<file path="src/rtl/argmax_accuracy_tracker.sv">
// argmax_accuracy_tracker: windowed and running accuracy counters for argmax predictions.
// Optional macro LOW_CONF_EN adds low-confidence counting (win_lowconf, last_lowconf).
// Ports: clk, reset_n (sync, active-low); start (window begin/restart pulse); continuous
// (auto-restart after completion); in_valid/pred_pos/pred_val/label (sample in);
// busy (RUN state); last_hit (last counted sample correct); win_done (completion pulse);
// win_correct (last window's correct count); total_samples/total_correct (saturating
// totals since reset); range_err (sticky out-of-range index).
module argmax_accuracy_tracker #(
  parameter int width       = 13,
  parameter int N           = 37,
  parameter int poswidth    = $clog2(N),
  parameter int WINDOW      = 100,
  parameter int cntwidth    = $clog2(WINDOW + 1),
  parameter int totwidth    = 32,
  parameter int CONF_THRESH = 0
) (
  input  logic                       clk,
  input  logic                       reset_n,
  input  logic                       start,
  input  logic                       continuous,
  input  logic                       in_valid,
  input  logic        [poswidth-1:0] pred_pos,
  input  logic signed [width-1:0]    pred_val,
  input  logic        [poswidth-1:0] label,
  output logic                       busy,
  output logic                       last_hit,
  output logic                       win_done,
  output logic        [cntwidth-1:0] win_correct,
  output logic        [totwidth-1:0] total_samples,
  output logic        [totwidth-1:0] total_correct,
`ifdef LOW_CONF_EN
  output logic        [cntwidth-1:0] win_lowconf,
  output logic                       last_lowconf,
`endif
  output logic                       range_err
);
  typedef enum logic [1:0] {IDLE, RUN, HOLD} state_t;
  // one extra bit so N == 2**poswidth still compares correctly
  localparam logic [poswidth:0] NL = (poswidth + 1)'(N);
  state_t state_q;
  logic last_hit_q, win_done_q, range_err_q;
  logic [cntwidth-1:0] win_cnt_q, win_hit_q, win_hit_d, win_correct_q;
  logic [totwidth-1:0] tot_s_q, tot_c_q, tot_s_d, tot_c_d;
  logic in_rng, hit, count, wrap;
  assign in_rng = ({1'b0, pred_pos} < NL) && ({1'b0, label} < NL);
  assign hit = in_rng && (pred_pos == label);
  // a start cycle always drops its sample
  assign count = (state_q == RUN) && in_valid && !start;
  assign wrap = count && (win_cnt_q == cntwidth'(WINDOW - 1));
  assign win_hit_d = win_hit_q + cntwidth'(hit);
  assign tot_s_d = &tot_s_q ? tot_s_q : tot_s_q + totwidth'(1);
  assign tot_c_d = (&tot_c_q || !hit) ? tot_c_q : tot_c_q + totwidth'(1);
`ifdef LOW_CONF_EN
  logic last_lc_q, lc;
  logic [cntwidth-1:0] win_lc_q, win_lc_acc_q, win_lc_d;
  assign lc = int'(pred_val) < CONF_THRESH;
  assign win_lc_d = win_lc_acc_q + cntwidth'(lc);
  assign win_lowconf = win_lc_q;
  assign last_lowconf = last_lc_q;
`else
  logic unused_pred_val;
  assign unused_pred_val = ^pred_val;
`endif
  always_ff @(posedge clk) begin
    if (!reset_n) begin
      state_q <= IDLE;
      last_hit_q <= 1'b0;
      win_done_q <= 1'b0;
      range_err_q <= 1'b0;
      win_cnt_q <= '0;
      win_hit_q <= '0;
      win_correct_q <= '0;
      tot_s_q <= '0;
      tot_c_q <= '0;
`ifdef LOW_CONF_EN
      last_lc_q <= 1'b0;
      win_lc_q <= '0;
      win_lc_acc_q <= '0;
`endif
    end else begin
      win_done_q <= wrap;
      if (start) begin
        state_q <= RUN;
        win_cnt_q <= '0;
        win_hit_q <= '0;
`ifdef LOW_CONF_EN
        win_lc_acc_q <= '0;
`endif
      end else if (count) begin
        last_hit_q <= hit;
        range_err_q <= range_err_q | !in_rng;
        tot_s_q <= tot_s_d;
        tot_c_q <= tot_c_d;
        win_cnt_q <= wrap ? '0 : win_cnt_q + cntwidth'(1);
        win_hit_q <= wrap ? '0 : win_hit_d;
`ifdef LOW_CONF_EN
        last_lc_q <= lc;
        win_lc_acc_q <= wrap ? '0 : win_lc_d;
        if (wrap) win_lc_q <= win_lc_d;
`endif
        if (wrap) begin
          win_correct_q <= win_hit_d;
          state_q <= continuous ? RUN : HOLD;
        end
      end
    end
  end
  assign busy = state_q == RUN;
  assign last_hit = last_hit_q;
  assign win_done = win_done_q;
  assign win_correct = win_correct_q;
  assign total_samples = tot_s_q;
  assign total_correct = tot_c_q;
  assign range_err = range_err_q;
endmodule

</file>
<file path="config.mk">
export PLATFORM = sky130hd
export DESIGN_NAME = argmax_accuracy_tracker
export DESIGN_NICKNAME = d
export VERILOG_FILES = /design/src/rtl/argmax_accuracy_tracker.sv
export SDC_FILE = /design/constraint.sdc
export NUM_CORES = 1
export LEC_CHECK = 0
export BUFFER_PORTS_ARGS = -buffer_cell sky130_fd_sc_hd__buf_2
export CAP_MARGIN = 20
export CORE_MARGIN = 2
export CORE_UTILIZATION = 48
export DETAILED_ROUTE_END_ITERATION = 10
export HOLD_SLACK_MARGIN = 0.06
export PLACE_DENSITY = 0.73
export SYNTH_ARGS = -nofsm -noshare
export SYNTH_HDL_FRONTEND = slang
export SYNTH_SLANG_ARGS = --single-unit
</file>
<file path="constraint.sdc">
create_clock -name clk -period 4.55 [get_ports clk]
set_clock_uncertainty 0.05 [all_clocks]
set_input_delay 1.1375 -clock clk [delete_from_list [all_inputs] [get_ports clk]]
set_output_delay 1.1375 -clock clk [all_outputs]
set_load 0.02 [all_outputs]
</file>
==> run metrics <==
EDFF count, synth=0; worst hold path class=flop to flop; Static Leak=~2 nW; CP Capture Type=flop; CTS tree=yes; Inserted Diodes=0; sequential share of the synthesized area=0.4096; synthesized instance count=around 520; Yosys reg bits=90; post-DR vias/cell=~5.6; starting density of the core=0.4996; Final Non-Filler Cells=around 720; post-layout min period=a little under 3 ns; Placed Cells=around 700; hold_buf cts=0; Final setup viols=0; initial antenna violation count=0; first-pass GRT wire length=16930 um; vias in the first global route=3676; Die X=~100 um; worst-skew pair later-pin latency=~0.35 ns; First DRT Iteration DRCs=roughly 190; total of max-cap violations=0; # fillers=~800; gr usage total=0.2064; pre-CTS WS=approximately 1.2 ns; Std-Cell Rows=34; RSZ-0062 raised after global routing=false; endpoints failing hold=0; Least-Margin Pin Slew=around 0.84 ns; crit path launch type=input pin; buffer and inverter count on the worst path=1; Root Driver=clkbuf_8; final wirelength=10240 um; clock sink count=90; dpl hpwl=about 7200 um; Worst EP arrival=about 3.2 ns; synth cell count leaders=dfxtp_1, nor2_1, nand2_1; synth top area cells=dfxtp_1, nor2_1, xor2_1; max frequency=around 340 MHz; final layout net count=640; Worst IR Drop VDD=between 0.15 and 0.2 mV; CTS resizes=0; power density over cell area=293.7 nW/um^2; WS Path Type=input pin to flop; predominant post-synthesis flop cell=dfxtp_1; largest net degree at the start of global routing=44; setup TNS=0 ns; CP delay by family, top=simple AND/OR/NAND/NOR gates; Reg clk slew, reported paths=0.09 ns; Mapped Area=between 4000 and 5000 um^2; worst-path cell chain=buf_2 > xnor2_1 > nand4_1 > nor3_2 > nand4_2 > or4_1 > a21oi_1; maximum root-to-sink buffer count=2; PnR worst setup slack=~1.6 ns; grt ovf=0; layout cell share with drive strength beyond 1=0.2066; DIE AREA=just under 10000 um^2; worst-path maximum fanout=25; I/O Pins=between 100 and 150; Mapped Nets=557; slowest stage delay, CP=0.58 ns; H-tree levels=3; postcts setup bufs=0; 1st-pass router iterations=5; Netlist cell types=57; Tcrit/Tclk final=0.6494; syn avg cell area=between 8 and 9 um^2; via count=between 4k and 5k; relative slew slack=0.4359; Area growth syn-to-layout=17.06%; Residual DRC=0; YS warnings=0; Buffers on Ports=slightly above 90; Req. time, crit path=about 4.8 ns; Max Slew Vio Count=0; Routed Antenna Nets=0; Multi-input gate area=roughly 2500 um^2; die height=~100 um; post-synth top area share=0.4096; Avg WL per Cell=14.26 um; Inserted Clock Buffers=9; status=finished, final reports clean; most frequent cell after synthesis=dfxtp_1; asr flop ratio synth=0; CP max stage cell=or4_1; core box area=8806 um^2; Routability Congestion=between 0.8 and 0.9; post-synth top area cell=dfxtp_1; FF+latch area=~1800 um^2
[cell usage in the layout, fill, tap and decap left out, types with 2 or more instances in the layout]
cell and instances:
buf_2 91, dfxtp_1 90, nor2_1 71, nand2_1 43, nand3_1 30, xor2_1 29, a21oi_1 29, nand4_1 27
o21ai_0 22, xnor2_1 17, or3_1 16, and2_1 13, and3_1 10, clkbuf_8 10, nand2b_1 9, nor3_1 8
o31ai_1 7, and4_1 6, inv_1 5, mux2i_1 5, nand3b_1 5, or4_1 5, ha_1 5, a22oi_1 4
nor4_1 4, nor2b_1 3, a31oi_1 3, nand4_2 3, bufinv_16 3, o21bai_1 2, a211oi_1 2, and3_2 2
o311ai_0 2, o41ai_1 2, o21a_1 2, o211ai_1 2, clkinvlp_4 2, buf_4 2
[where the power goes]
part	switching, W	total (W)	internal (W)
combinational	0.0000348	0.0000515	0.0000167
sequential	0.00000161	0.000790	0.000789
clock	0.000290	0.000671	0.000381
total	0.000326	0.00151	0.00119
[kinds of logic (layout without fill, tap and decap cells)]
family                   count (synthesis)  count (layout)  synth area share
flip-flops                              90              90            0.4096
XOR/XNOR                                46              46           0.09158
AND/OR/NAND/NOR                        267             267            0.3274
AO/OA/AOI/OAI                           83              83            0.1175
adder cells (fa/ha/maj)                  5               5           0.01422
buffers and inverters                   26             114           0.02844
multiplexers                             5               5           0.01138
[layout make-up]
class,count,share of cell area
Sequential cell,90,0.3499
Timing Repair Buffer,93,0.09135
Clock inverter,6,0.02211
Tap cell,108,0.02624
Inverter,5,0.003644
Multi-Input combinational cell,406,0.4801
Clock buffer,10,0.02672
[worst paths after layout]
path,startpoint,to,slack [ns],cells past startpoint
hold reg to reg,win_hit_q[0],win_hit_q[0],0.42,2
setup reg to reg,total_correct[24],total_correct[9],2.08,6
hold / removal,win_hit_q[0],win_hit_q[0],0.42,2
setup / recovery,pred_pos[3],total_correct[9],1.60,7
[metrics by stage]
stage | area, um^2 | hold slack, ns | utilization | total power (W)
2_1_floorplan | 4399 | 0.3862 | - | 0.0008428
3_3_place_gp | 4898 | 0.3948 | 0.5563 | 0.0008592
3_5_place_dp | 4898 | 0.4061 | 0.5563 | 0.0008604
4_1_cts | 5150 | 0.4183 | 0.5848 | 0.001526
5_1_grt | 5150 | 0.4398 | 0.5848 | 0.001560
6_report | 5150 | 0.4190 | 0.5848 | 0.001513
[per-layer routing]
| metal | track usage | vias to the layer above | routed length (um) |
|---|---|---|---|
| met3 | 0.04919 | 8 | 590 |
| met5 | 0 | - | 0 |
| li1 | - | 2040 | - |
| met4 | 0.05690 | 0 | 81 |
| met1 | 0.2713 | 1895 | 4831 |
| met2 | 0.3404 | 104 | 4734 |
[worst register-to-register path: stages, from the launching register on]
cell     delay [ns]
dfxtp_1        0.42
nand4_1        0.19
nor2_1         0.63
nand2_1        0.36
nor3_1         0.45
or4_1          0.18
a21oi_1        0.07
[registers in the layout (all words and copies together) (netlist names)]
| name | count |
|---|---|
| win_cnt_q | 7 |
| range_err | 1 |
| win_done | 1 |
| total_samples | 32 |
| win_correct | 7 |
| win_hit_q | 7 |
| state_q | 2 |
| last_hit | 1 |
| total_correct | 32 |
Power figures use the tool's default switching activity.
